--- config.mk ---
export PLATFORM = sky130hd
export DESIGN_NAME = traffic_light_monitor
export DESIGN_NICKNAME = d
export VERILOG_FILES = /design/src/rtl/traffic_light_monitor.sv
export SDC_FILE = /design/constraint.sdc
export NUM_CORES = 1
export LEC_CHECK = 0
export BUFFER_PORTS_ARGS = -buffer_cell sky130_fd_sc_hd__buf_2
export CAP_MARGIN = 40
export CORE_UTILIZATION = 35
export CTS_CLUSTER_DIAMETER = 40
export DETAILED_ROUTE_END_ITERATION = 7
export PLACE_DENSITY = 0.51
export SYNTH_ARGS = -nofsm -noshare
export SYNTH_HDL_FRONTEND = slang
export SYNTH_SLANG_ARGS = --single-unit
--- constraint.sdc ---
create_clock -name clk -period 3.5 [get_ports clk]
set_input_delay 0.525 -clock clk [delete_from_list [all_inputs] [get_ports clk]]
set_output_delay 0.525 -clock clk [all_outputs]
set_load 0.005 [all_outputs]
--- src/rtl/traffic_light_monitor.sv ---
// traffic_light_monitor: passive checker for the r/y/g lamp interface of traffic_light.
// Decodes the lamps into a phase, checks RED->GREEN->YELLOW->RED order and per-phase
// dwell against WAIT, counts completed light cycles and flags errors.
// Optional build macro TL_MON_CAPTURE_EN adds err_phase/err_code first-error capture.
module traffic_light_monitor #(
  parameter int unsigned WAIT = 32'd5,
  parameter int unsigned CW   = 32
) (
  input  logic          clk,
  input  logic          rst,
  input  logic          r,
  input  logic          y,
  input  logic          g,
  input  logic          clr,
  output logic [1:0]    phase,
  output logic [CW-1:0] dwell_cnt,
  output logic          phase_chg,
  output logic          err_onehot,
  output logic          err_seq,
  output logic          err_timing,
  output logic          err_sticky,
  output logic [15:0]   cycle_cnt
`ifdef TL_MON_CAPTURE_EN
  ,
  output logic [1:0]    err_phase,
  output logic [2:0]    err_code
`endif
);

  typedef enum logic [1:0] {
    PhIdle   = 2'b00,
    PhRed    = 2'b01,
    PhGreen  = 2'b10,
    PhYellow = 2'b11
  } phase_e;

  localparam logic [CW-1:0] DwellMax = '1;
  localparam logic [CW-1:0] WaitCw   = CW'(WAIT);

  phase_e        state_q, state_d, lamp;
  logic          lamp_valid;
  logic          exempt_q, exempt_d;
  logic [CW-1:0] dwell_d;
  logic          chg_d, eoh_d, eseq_d, etim_d, any_err;
  logic          legal;
  logic          cyc_inc;
  logic [15:0]   cycle_d;
  logic          sticky_d;

  assign phase = state_q;

  // Decode the raw lamps; only an exactly one-hot pattern names a phase.
  always_comb begin
    lamp       = PhIdle;
    lamp_valid = 1'b0;
    unique case ({r, y, g})
      3'b100:  begin lamp = PhRed;    lamp_valid = 1'b1; end
      3'b010:  begin lamp = PhYellow; lamp_valid = 1'b1; end
      3'b001:  begin lamp = PhGreen;  lamp_valid = 1'b1; end
      default: begin lamp = PhIdle;   lamp_valid = 1'b0; end
    endcase
  end

  // Next phase, dwell, exemption and error pulses from the current sample.
  always_comb begin
    state_d  = state_q;
    dwell_d  = dwell_cnt;
    exempt_d = exempt_q;
    chg_d    = 1'b0;
    eoh_d    = 1'b0;
    eseq_d   = 1'b0;
    etim_d   = 1'b0;
    cyc_inc  = 1'b0;
    legal    = ((state_q == PhRed)    && (lamp == PhGreen))  ||
               ((state_q == PhGreen)  && (lamp == PhYellow)) ||
               ((state_q == PhYellow) && (lamp == PhRed));
    if (!lamp_valid) begin
      eoh_d    = 1'b1;
      state_d  = PhIdle;
      dwell_d  = '0;
      exempt_d = 1'b1;
    end else if (state_q == PhIdle) begin
      // Entry from IDLE: dwell of this phase is unknowable, so skip its exit timing check.
      state_d  = lamp;
      dwell_d  = CW'(1);
      chg_d    = 1'b1;
      exempt_d = 1'b1;
    end else if (lamp == state_q) begin
      if (dwell_cnt != DwellMax) dwell_d = dwell_cnt + CW'(1);
      // Fires once: dwell only passes through WAIT a single time per phase.
      if (!exempt_q && (dwell_cnt == WaitCw)) etim_d = 1'b1;
    end else begin
      state_d  = lamp;
      dwell_d  = CW'(1);
      chg_d    = 1'b1;
      eseq_d   = !legal;
      exempt_d = !legal;
      if (!exempt_q && (dwell_cnt < WaitCw)) etim_d = 1'b1;
      if (legal && (state_q == PhYellow)) cyc_inc = 1'b1;
    end
  end

  assign any_err  = eoh_d | eseq_d | etim_d;
  // Error set wins over clr; increment wins over clr (restarting from zero).
  assign sticky_d = any_err | (err_sticky & ~clr);
  assign cycle_d  = cyc_inc ? (clr ? 16'd1 : cycle_cnt + 16'd1) : (clr ? 16'd0 : cycle_cnt);

  // Register all state and outputs.
  always_ff @(posedge clk or negedge rst) begin
    if (!rst) begin
      state_q    <= PhIdle;
      dwell_cnt  <= '0;
      exempt_q   <= 1'b1;
      phase_chg  <= 1'b0;
      err_onehot <= 1'b0;
      err_seq    <= 1'b0;
      err_timing <= 1'b0;
      err_sticky <= 1'b0;
      cycle_cnt  <= '0;
    end else begin
      state_q    <= state_d;
      dwell_cnt  <= dwell_d;
      exempt_q   <= exempt_d;
      phase_chg  <= chg_d;
      err_onehot <= eoh_d;
      err_seq    <= eseq_d;
      err_timing <= etim_d;
      err_sticky <= sticky_d;
      cycle_cnt  <= cycle_d;
    end
  end

`ifdef TL_MON_CAPTURE_EN
  // Capture the phase being checked and the error kinds at the first error since reset/clr.
  always_ff @(posedge clk or negedge rst) begin
    if (!rst) begin
      err_phase <= 2'b00;
      err_code  <= 3'b000;
    end else if (any_err && (!err_sticky || clr)) begin
      err_phase <= state_q;
      err_code  <= {etim_d, eseq_d, eoh_d};
    end else if (clr) begin
      err_phase <= 2'b00;
      err_code  <= 3'b000;
    end
  end
`endif

endmodule

==> metrics.txt, run 1 <==
share of total power consumed by net switching=0.2487; failing checks=design-rule violations; area leader, netlist=dfrtp_1; Clk Latency, worst-skew pair=0.32 ns; number of CTS-inserted buffers=5; sequential fraction of design power=0.557; CTS max path bufs=2; vias in the first global route=2638; number of iterations in the first detailed-routing pass=6; DRC violation count after routing=4; starting density of the core=0.3662; total via count after detailed routing=2906; post-synthesis average cell area=8.834 sq um; H-tree depth reported by CTS=2; antenna violations before repair=0; run status=finished with violations; detailed-placement wirelength estimate=6.022 mm; cell area power density=321.7 mW/mm^2; synth cell count leaders=dfrtp_1 (55), nor2_1 (34), nand2_1 (30); final standard cell utilization of the core=0.4220; cell-internal power=898.1 uW; count of endpoints failing setup in the final report=0; crit path time final=2.541 ns; die extent in x=97.98 microns; Critical Path Fanout Max=20; largest net degree at the start of global routing=27; area delta synth->final=15.25%; Core Area=0.008806 sq mm; clock tree from TritonCTS=yes; EDFF count, synth=0; first-iteration detailed-routing DRC count=92; Overflow after GRT=0; fraction of final layout cells with drive strength greater than 1=0.1904; Final Routed Wirelength=8.390 mm; most repeated cell in the gate-level netlist after synthesis=dfrtp_1; Warnings, synthesis=0; drt via density=5.556; register bit count reported by yosys=56; IO Count=61; kind of end point of the critical path=flop; arrival time worst endpoint=2.79 ns; class of the tightest hold or removal check=in2async; fraction of power consumed by combinational cells=0.067; RSZ-0062 raised after global routing=false; total negative slack=0 ns; Max Freq=393.6 MHz; switching power summed over all nets=297.3 uW; clk_skew=0.007109 ns; maximum vdd ir drop=0.1399 mV; Final GP Congestion=0.8051; Resized cells post-CTS=0; Post-CTS Setup Repair Bufs=0; nets=424; DIE AREA=0.009600 sq mm; Tcrit/Tclk final=0.7260; synthesized cell area=0.003224 sq mm; Tightest Pin Transition=0.7882 ns; ANT nets after route=0; proportion of synthesized flip-flops having asynchronous set or reset=1.000; sequential cell area fraction in the yosys report=0.4350; power share of the clock group=0.376; combined global-route utilization of all metal layers=0.1815; Static Leak=1.512 nW; height of the chip=97.98 microns; clock transition at the registers of the reported paths=0.11 ns; clock root cell=clkbuf_8; total of hold buffers inserted after clock tree synthesis=0; number of slew-limit violations in the final report=0; most used flip-flop cell after synthesis=dfrtp_1; post-synth net total=375; Slew HR=0.4745; required time of the worst setup path=3.75 ns; I/O Buffers=60; gate count of the mapped netlist=365; placement row count=34; Cell variety after synth=47; cell types occupying the most area after synthesis=dfrtp_1 (43%), xnor2_1 (6.0%), or4_1 (4.4%), nor2_1 (4.0%), a21oi_1 (3.9%); antenna diode count=0; number of endpoints with negative hold slack in the final report=0; area share of the largest cell type after synthesis=0.4269; CTS Sinks=56; wire length per cell after detailed routing=16.04 microns; category of the critical setup timing path=reg2reg; max_cap viols=0; global-route wire length before repair=13.99 mm; startpoint kind of the worst setup timing path=flop
## layer usage
metal | vias to the layer above | share of wire | wire length (microns) | GRT usage
li1 | 1428 | - | - | -
met1 | 1402 | 0.48 | 3998 | 0.2610
met2 | 68 | 0.46 | 3834 | 0.2779
met3 | 8 | 0.057 | 480 | 0.03436
met4 | 0 | 0.0092 | 77 | 0.05012
met5 | - | 0 | 0 | 0
## area by class of cell
class / instances / area (sq um)
timing repair buffer: 65 / 337.8
tap: 108 / 135.1
clock inverter: 3 / 46.29
inverter: 12 / 45.04
sequential: 56 / 1403
multi-input combinational: 274 / 1680
fill: 894 / 5090
clock buffer: 5 / 68.82
## per-stage QoR
stage / cell area [sq um] / setup WS (ns) / cells / power, mW / hold slack [ns]
6_report: 3716 / 0.9591 / 523 / 1.195 / 0.1946
5_1_grt: 3716 / 0.7361 / 523 / 1.254 / 0.2303
4_1_cts: 3716 / 0.9531 / 523 / 1.220 / 0.2070
3_5_place_dp: 3601 / 0.9025 / 515 / 0.7601 / 0.5077
3_3_place_gp: 3601 / 0.8893 / 515 / 0.7597 / 0.4985
2_1_floorplan: 3224 / 1.338 / 365 / 0.7206 / 0.2294
## cells in the final DEF, fill, tap and decap left out, drive strengths merged, types with 2 or more instances in the layout
cell type / Yosys / routed
buf: 6 / 65
dfrtp: 55 / 55
nor2: 34 / 34
nand2: 30 / 30
a21oi: 25 / 25
xnor2: 22 / 22
or4: 19 / 19
nand3: 14 / 14
nand4: 14 / 14
nor3: 13 / 13
inv: 12 / 13
o21ai: 12 / 12
nor4: 12 / 12
o31ai: 12 / 12
nand2b: 9 / 9
or3: 8 / 8
and4: 7 / 7
xor2: 5 / 5
clkbuf: 17 / 5
ha: 4 / 4
a211oi: 3 / 3
nor3b: 3 / 3
and3: 3 / 3
or2: 3 / 3
nor4b: 2 / 2
nor2b: 2 / 2
o211ai: 2 / 2
o2111ai: 2 / 2
o21bai: 2 / 2
## cell families (layout without fill, tap and decap cells)
kind of cell,Yosys count,count (layout),synth area share
simple gates,179,179,0.3066
compound gates,62,62,0.1191
flops,56,56,0.4350
buf+inv,35,85,0.04385
xor+xnor,27,27,0.07334
fa+ha+maj,4,4,0.01552
mux,2,2,0.006597
## sequential cells by signal, indices dropped and copies added (netlist names)
name        flops
cycle_cnt      16
dwell_cnt      32
err_onehot      1
err_seq         1
err_sticky      1
err_timing      1
exempt_q        1
phase           2
phase_chg       1
## critical path, cell delays in order (launching register included)
cell and delay [ns]:
dfrtp_1 0.67, nor4bb_1 0.58, nand2b_1 0.13, and2_1 0.41, or4_1 0.59, o21ai_0 0.08
## worst paths after layout
check,cells past startpoint,end,slack (ns),startpoint
hold reg to reg,2,exempt_q$_DFFE_PN1P_,0.52,exempt_q$_DFFE_PN1P_
max in group asynchronous,2,dwell_cnt[19]$_DFFE_PN0P_,2.63,rst
min in group clk,2,exempt_q$_DFFE_PN1P_,0.52,exempt_q$_DFFE_PN1P_
hold / removal,1,cycle_cnt[7]$_DFFE_PN0P_,0.19,rst
setup / recovery,5,dwell_cnt[6]$_DFFE_PN0P_,0.96,phase[1]$_DFFE_PN0P_
setup reg to reg,5,dwell_cnt[6]$_DFFE_PN0P_,0.96,phase[1]$_DFFE_PN0P_
## power groups by stage
| stage | sequential [mW] | combinational, mW | clock (mW) |
|---|---|---|---|
| floorplan | 0.674 | 0.0464 | 0 |
| global placement | 0.678 | 0.0819 | 0 |
| detailed placement | 0.678 | 0.0816 | 0 |
| CTS | 0.666 | 0.0820 | 0.472 |
| global route | 0.668 | 0.0913 | 0.495 |
| finish | 0.666 | 0.0795 | 0.450 |
No activity file was read; power rests on OpenSTA's default activity.
==> inputs of run 2 (changes only) <==
Clock period 3.5 ns to 2.66 ns, I/O delays scaled along.
==> metrics.txt, run 2 (synthesis results as in run 1) <==
fraction of final layout cells with drive strength greater than 1=0.2038 (was 0.1904); placement row count=34 (unchanged); H-tree depth reported by CTS=2 (unchanged); DIE AREA=0.009600 sq mm (unchanged); cell area power density=394.2 mW/mm^2 (was 321.7 mW/mm^2); Critical Path Fanout Max=8 (was 20); total via count after detailed routing=2916 (was 2906); area occupied by multi-input gates=0.001680 sq mm (unchanged); Clk Latency, worst-skew pair=0.32 ns (about the same); height of the chip=97.98 microns (unchanged); total instance count after detailed placement=522 (was 515); Post-CTS Setup Repair Bufs=0 (unchanged); power share of the clock group=0.335 (was 0.376); met2 routing resource usage after global routing=0.2963 (was 0.2779); antenna violations before repair=0 (unchanged); global-route track usage on met3=0.03078 (was 0.03436); Overflow after GRT=0 (unchanged); max_cap viols=0 (unchanged); clock tree from TritonCTS=yes (unchanged); Top Family by Delay on Critical Path=simple AND/OR/NAND/NOR gates (unchanged); run status=finished with violations (unchanged); CTS max path bufs=2 (unchanged); Final GP Congestion=0.8879 (was 0.8051); leading cell types in the layout, fill and taps excluded=buf_2 (60), dfrtp_1 (55), nor2_1 (34), nand2_1 (30), a21oi_1 (25) (unchanged); ANT nets after route=0 (unchanged); setup slack on the worst flop-to-flop path=0.32 ns (was 0.96 ns); count of endpoints failing setup in the final report=0 (unchanged); kind of end point of the critical path=flop (unchanged); most crowded layer after global routing=met2 (unchanged); first-iteration detailed-routing DRC count=111 (was 92); FF/Latch Area=0.001403 sq mm (unchanged); DRC violation count after routing=4 (unchanged); antenna diode count=0 (unchanged); Slew HR=0.5708 (was 0.4745); clock transition at the registers of the reported paths=0.11 ns (about the same); total negative slack=0 ns (unchanged); Tightest Pin Transition=0.6438 ns (was 0.7882 ns); WP buf/inv=0 (unchanged); slowest CP cell=or4_1 (was dfrtp_1); crit path time final=2.344 ns (was 2.541 ns); CTS Sinks=56 (unchanged); number of non-filler instances in the completed layout=530 (was 523); number of iterations in the first detailed-routing pass=6 (unchanged); Max Freq=426.7 MHz (was 393.6 MHz); most common cell after layout, fill and taps aside=buf_2 (unchanged); global-route wire length before repair=14.60 mm (was 13.99 mm); met1 usage=0.2639 (was 0.2610); share of total power consumed by net switching=0.2646 (was 0.2487); total of hold buffers inserted after clock tree synthesis=0 (unchanged); largest register by flop count=dwell_cnt (unchanged); vias in the first global route=2881 (was 2638); cell-internal power=1.090 mW (was 898.1 uW); failing checks=design-rule violations (unchanged); RSZ-0062 raised after global routing=false (unchanged); Final WS setup=0.3164 ns (was 0.9591 ns); startpoint kind of the worst setup timing path=flop (unchanged); wire length per cell after detailed routing=15.70 microns (was 16.04 microns); starting density of the core=0.3662 (unchanged); switching power summed over all nets=392.2 uW (was 297.3 uW); Setup Slack @ Placement=0.3515 ns (was 0.9025 ns); arrival time worst endpoint=2.55 ns (was 2.79 ns); Largest stage delay, worst path=0.66 ns (was 0.67 ns); number of flip-flops in the largest register=32 (unchanged); Core Area=0.008806 sq mm (unchanged); Static Leak=1.536 nW (was 1.512 nW); fill cell total of the finished layout=916 (was 894); maximum vdd ir drop=0.1712 mV (was 0.1399 mV); category of the critical setup timing path=reg2reg (unchanged); area delta synth->final=16.57% (was 15.25%); R2R cell count=6 (was 5); drt via density=5.502 (was 5.556); Final Routed Wirelength=8.320 mm (was 8.390 mm); Tcrit/Tclk final=0.8810 (was 0.7260); class of the tightest hold or removal check=in2async (unchanged); worst path cell trace=ha_1 -> nand4_1 -> or4_1 -> nor4_1 -> xnor2_1 -> nor2_1 (was nor4bb_1 -> nand2b_1 -> and2_1 -> or4_1 -> o21ai_0); detailed-placement wirelength estimate=6.033 mm (was 6.022 mm); required time of the worst setup path=2.86 ns (was 3.75 ns); Resized cells post-CTS=0 (unchanged); nets=431 (was 424); sequential fraction of design power=0.589 (was 0.557); sum of internal, switching and leakage power=1.482 mW (was 1.195 mW); largest net degree at the start of global routing=33 (was 27); launch instance of the worst register-to-register path=dwell_cnt[0]$_DFFE_PN0P_ (was phase[1]$_DFFE_PN0P_); die extent in x=97.98 microns (unchanged); number of CTS-inserted buffers=5 (unchanged); I/O Buffers=60 (unchanged); reg2reg end=dwell_cnt[28]$_DFFE_PN0P_ (was dwell_cnt[6]$_DFFE_PN0P_); number of endpoints with negative hold slack in the final report=0 (unchanged); IO Count=61 (unchanged); combined global-route utilization of all metal layers=0.1875 (was 0.1815); clock root cell=clkbuf_8 (unchanged); fraction of power consumed by combinational cells=0.076 (was 0.067); number of slew-limit violations in the final report=0 (unchanged); clk_skew=0.01246 ns (was 0.007109 ns)
[run 2: metrics by stage]
step / util / hold slack, ns / instance area, sq um
after floorplan: - / 0.1034 / 3224
after global placement: 0.4163 / 0.4476 / 3666
after detailed placement: 0.4163 / 0.4539 / 3666
after CTS: 0.4268 / 0.08484 / 3759
after global routing: 0.4268 / 0.1169 / 3759
final: 0.4268 / 0.07975 / 3759
[run 2: worst max path at each step]
stage | start | end | slack (ns) | cells past startpoint
2_1_floorplan | dwell_cnt[0]$_DFFE_PN0P_ | dwell_cnt[27]$_DFFE_PN0P_ | 0.50 | 7
3_3_place_gp | dwell_cnt[0]$_DFFE_PN0P_ | dwell_cnt[28]$_DFFE_PN0P_ | 0.35 | 6
3_5_place_dp | dwell_cnt[0]$_DFFE_PN0P_ | dwell_cnt[28]$_DFFE_PN0P_ | 0.35 | 6
4_1_cts | dwell_cnt[0]$_DFFE_PN0P_ | dwell_cnt[28]$_DFFE_PN0P_ | 0.32 | 6
5_1_grt | dwell_cnt[0]$_DFFE_PN0P_ | dwell_cnt[6]$_DFFE_PN0P_ | 0.14 | 6
6_report | dwell_cnt[0]$_DFFE_PN0P_ | dwell_cnt[28]$_DFFE_PN0P_ | 0.32 | 6
[run 2: final cells by class]
| type | count | area share |
|---|---|---|
| Inverter | 12 | 0.01198 |
| Timing Repair Buffer | 72 | 0.1072 |
| Clock inverter | 3 | 0.006325 |
| Sequential cell | 56 | 0.3732 |
| Clock buffer | 5 | 0.01831 |
| Tap cell | 108 | 0.03595 |
| Multi-Input combinational cell | 274 | 0.4471 |
[run 2: metal layers]
layer | share of wire | vias up
met5 | 0 | -
met4 | 0.012 | 0
met3 | 0.038 | 10
met2 | 0.46 | 52
met1 | 0.49 | 1408
li1 | - | 1446
[run 2: power groups by stage]
| stage | Combinational (mW) | Clock [mW] | Sequential, mW |
|---|---|---|---|
| 2_1_floorplan | 0.0611 | 0 | 0.887 |
| 3_3_place_gp | 0.115 | 0 | 0.889 |
| 3_5_place_dp | 0.116 | 0 | 0.889 |
| 4_1_cts | 0.117 | 0.524 | 0.872 |
| 5_1_grt | 0.130 | 0.548 | 0.874 |
| 6_report | 0.113 | 0.497 | 0.872 |
==> inputs of run 3 (changes only) <==
Settings changed: ABC_AREA set to 1, BUFFER_PORTS_ARGS -buffer_cell sky130_fd_sc_hd__buf_2 to not set, DONT_BUFFER_PORTS set to 1, PLACE_DENSITY 0.51 to 0.45.
==> metrics.txt, run 3 <==
number of slew-limit violations in the final report=0 (unchanged); Overflow after GRT=0 (unchanged); arrival time worst endpoint=2.30 ns (was 2.55 ns); area delta synth->final=8.944% (was 16.57%); post-synthesis average cell area=6.827 sq um (was 8.834 sq um); proportion of synthesized flip-flops having asynchronous set or reset=1.000 (unchanged); number of endpoints with negative hold slack in the final report=0 (unchanged); Tcrit/Tclk final=0.7819 (was 0.8810); maximum vdd ir drop=0.2993 mV (was 0.1712 mV); number of flip-flops in the largest register=32 (unchanged); reg2reg end=dwell_cnt[0]$_DFFE_PN0P_ (was dwell_cnt[28]$_DFFE_PN0P_); DRC violation count after routing=0 (was 4); synthesized cell area=0.003707 sq mm (was 0.003224 sq mm); main combinational cell family by area after synthesis=simple AND/OR/NAND/NOR gates (unchanged); Slew HR=0.6580 (was 0.5708); sequential cell area fraction in the yosys report=0.3783 (was 0.4350); Hold Path Sink=cycle_cnt[3]$_DFFE_PN0P_; slowest CP cell=dfrtp_1 (was or4_1); detailed-placement wirelength estimate=8.578 mm (was 6.033 mm); Post-CTS Setup Repair Bufs=0 (unchanged); Core Area=0.01028 sq mm (was 0.008806 sq mm); I/O Buffers=0 (was 60); clock root cell=clkbuf_8 (unchanged); synth cell count leaders=nand2_1 (140), nor2_1 (110), dfrtp_1 (55) (was dfrtp_1 (55), nor2_1 (34), nand2_1 (30)); Cell variety after synth=38 (was 47); global-route wire length before repair=18.68 mm (was 14.60 mm); setup slack on the worst flop-to-flop path=0.58 ns (was 0.32 ns); launch instance of the worst register-to-register path=dwell_cnt[1]$_DFFE_PN0P_ (was dwell_cnt[0]$_DFFE_PN0P_); fraction of the mapped netlist area in adder cells=0.01350 (was 0.01552); Max Freq=480.8 MHz (was 426.7 MHz); most used flip-flop cell after synthesis=dfrtp_1 (unchanged); HP Start=clr; nets=561 (was 431); drt via density=5.026 (was 5.502); largest net degree at the start of global routing=57 (was 33); xor and xnor area share after synthesis=0.002362 (was 0.07334); cell mode on critical path=nand2_1; total instance count after detailed placement=678 (was 522); Final GP Congestion=0.9021 (was 0.8879); clock transition at the registers of the reported paths=0.11 ns (about the same); Tightest Pin Transition=0.5125 ns (was 0.6438 ns); vias in the first global route=3494 (was 2881); clock tree from TritonCTS=yes (unchanged); combined global-route utilization of all metal layers=0.2172 (was 0.1875); R2R cell count=10 (was 6); register bit count reported by yosys=56 (unchanged); most repeated cell in the gate-level netlist after synthesis=nand2_1 (was dfrtp_1); area fraction in compound gates after synthesis=0.07796 (was 0.1191); cell area power density=424.0 mW/mm^2 (was 394.2 mW/mm^2); largest register by flop count=dwell_cnt (unchanged); area occupied by multi-input gates=0.002018 sq mm (was 0.001680 sq mm); starting density of the core=0.3607 (was 0.3662); EDFF count, synth=0 (unchanged); number of non-filler instances in the completed layout=688 (was 530); Resized cells post-CTS=0 (unchanged); area share of the largest cell type after synthesis=0.3712 (was 0.4269); kind of end point of the critical path=flop (unchanged); antenna violations before repair=0 (unchanged); leading cell types in the layout, fill and taps excluded=nand2_1 (140), nor2_1 (110), dfrtp_1 (55), inv_1 (50), nand3_1 (50) (was buf_2 (60), dfrtp_1 (55), nor2_1 (34), nand2_1 (30), a21oi_1 (25)); first-iteration detailed-routing DRC count=226 (was 111); CTS Sinks=56 (unchanged); max_cap viols=0 (unchanged); Clk Latency, worst-skew pair=0.32 ns (about the same); crit path time final=2.080 ns (was 2.344 ns); Warnings, synthesis=0 (unchanged); total negative slack=0 ns (unchanged); DIE AREA=0.01101 sq mm (was 0.009600 sq mm); gate count of the mapped netlist=543 (was 365); fraction of final layout cells with drive strength greater than 1=0.1159 (was 0.2038); required time of the worst setup path=2.88 ns (was 2.86 ns); IO Count=61 (unchanged); Hold Path Stages=1; Critical Path Fanout Max=14 (was 8); category of the critical setup timing path=reg2reg (unchanged); area fraction in and, or, nand and nor cells after synthesis=0.4506 (was 0.3066); startpoint kind of the worst setup timing path=flop (unchanged); H-tree depth reported by CTS=2 (unchanged); FF/Latch Area=0.001403 sq mm (unchanged); most common cell after layout, fill and taps aside=nand2_1 (was buf_2); number of CTS-inserted buffers=5 (unchanged); ANT nets after route=0 (unchanged); count of endpoints failing setup in the final report=0 (unchanged); RSZ-0062 raised after global routing=false (unchanged); multiplexer fraction of the synthesized cell area=0 (was 0.006597); final standard cell utilization of the core=0.3930 (was 0.4268); die extent in x=104.9 microns (was 97.98 microns); wire length per cell after detailed routing=16.21 microns (was 15.70 microns); class of the tightest hold or removal check=in2reg (was in2async); Largest stage delay, worst path=0.46 ns (was 0.66 ns); Final Routed Wirelength=11.15 mm (was 8.320 mm); post-synth net total=553 (was 375); antenna diode count=0 (unchanged); placement row count=37 (was 34); worst path cell trace=ha_1 -> inv_1 -> nor2_4 -> nand2_4 -> inv_2 -> nand2_1 -> nor2_2 -> nand3_2 -> nand3_1 -> nand2_1 (was ha_1 -> nand4_1 -> or4_1 -> nor4_1 -> xnor2_1 -> nor2_1); area leader, netlist=dfrtp_1 (unchanged); number of iterations in the first detailed-routing pass=4 (was 6); clk_skew=0.01201 ns (was 0.01246 ns); total via count after detailed routing=3458 (was 2916); run status=complete, no violations (was finished with violations); fill cell total of the finished layout=1120 (was 916); Static Leak=1.830 nW (was 1.536 nW); CTS max path bufs=2 (unchanged); height of the chip=104.9 microns (was 97.98 microns); cell types occupying the most area after synthesis=dfrtp_1 (37%), nand2_1 (14%), nor2_1 (11%), nand3_1 (6.7%), inv_1 (5.1%) (was dfrtp_1 (43%), xnor2_1 (6.0%), or4_1 (4.4%), nor2_1 (4.0%), a21oi_1 (3.9%))
-- run 3: cell types whose count changed in the layout (fill, tap and decap cells not counted), moves of 15 or more --
cell	delta
a21oi_1	-15
xnor2_1	-21
nand2_1	+110
inv_1	+38
nand3_1	+36
nor2_1	+76
or4_1	-19
buf_2	-60
-- run 3: how the worst max path moves through the flow --
stage                                   from                       end  slack (ns)
global route        dwell_cnt[1]$_DFFE_PN0P_  dwell_cnt[0]$_DFFE_PN0P_        0.36
finish              dwell_cnt[1]$_DFFE_PN0P_  dwell_cnt[0]$_DFFE_PN0P_        0.58
detailed placement  dwell_cnt[1]$_DFFE_PN0P_  dwell_cnt[0]$_DFFE_PN0P_        0.57
CTS                 dwell_cnt[1]$_DFFE_PN0P_  dwell_cnt[0]$_DFFE_PN0P_        0.57
floorplan           dwell_cnt[0]$_DFFE_PN0P_  dwell_cnt[0]$_DFFE_PN0P_        0.98
global placement    dwell_cnt[1]$_DFFE_PN0P_  dwell_cnt[0]$_DFFE_PN0P_        0.64
-- run 3: what timing repair did --
action,4_1_cts,5_1_grt
hold endpoints to repair,56,0
hold buffers,2,0
endpoints found under the setup margin,0,0
-- run 3: through the flow --
| step | area, sq um | hold WS [ns] | total power [mW] | setup slack (ns) |
|---|---|---|---|---|
| after CTS | 4039 | 0.1306 | 1.745 | 0.5669 |
| after detailed placement | 3869 | 0.1049 | 1.034 | 0.5675 |
| after global placement | 3869 | 0.1048 | 1.033 | 0.6422 |
| after floorplan | 3707 | 0.1034 | 0.9964 | 0.9808 |
| after global routing | 4039 | 0.1332 | 1.795 | 0.3563 |
| final | 4039 | 0.1436 | 1.713 | 0.5801 |
-- run 3: layout make-up --
class,instances,area share
tap,136,0.04213
multi-input combinational,419,0.4997
timing repair buffer,9,0.02230
clock buffer,6,0.01797
clock inverter,2,0.01487
sequential,56,0.3473
inverter,60,0.05576
-- run 3: critical path, delay by kind of cell (launching register included) --
kind / cells / cell delay (ns)
simple gates: 7 / 1.07
fa+ha+maj: 1 / 0.26
buf+inv: 2 / 0.19
flops: 1 / 0.46
-- run 3: routing by layer --
layer / global-route usage / up-vias / wire (microns)
met5: 0 / - / 0
met3: 0.04928 / 15 / 628
met4: 0.06237 / 0 / 240
li1: - / 1754 / -
met2: 0.3666 / 78 / 5339
met1: 0.2769 / 1611 / 4945
-- run 3: kinds of logic (layout without fill, tap and decap cells) --
logic type | count (synthesis) | count (layout)
buf+inv | 68 | 77
xor+xnor | 1 | 1
compound gates | 47 | 47
fa+ha+maj | 4 | 4
flops | 56 | 56
simple gates | 367 | 367
-- run 3: where the power goes --
group          total (mW)  internal (mW)  switching [mW]
Sequential          0.877          0.864          0.0131
Clock               0.675          0.377           0.298
Combinational       0.160         0.0416           0.119
Total                1.71           1.28           0.430
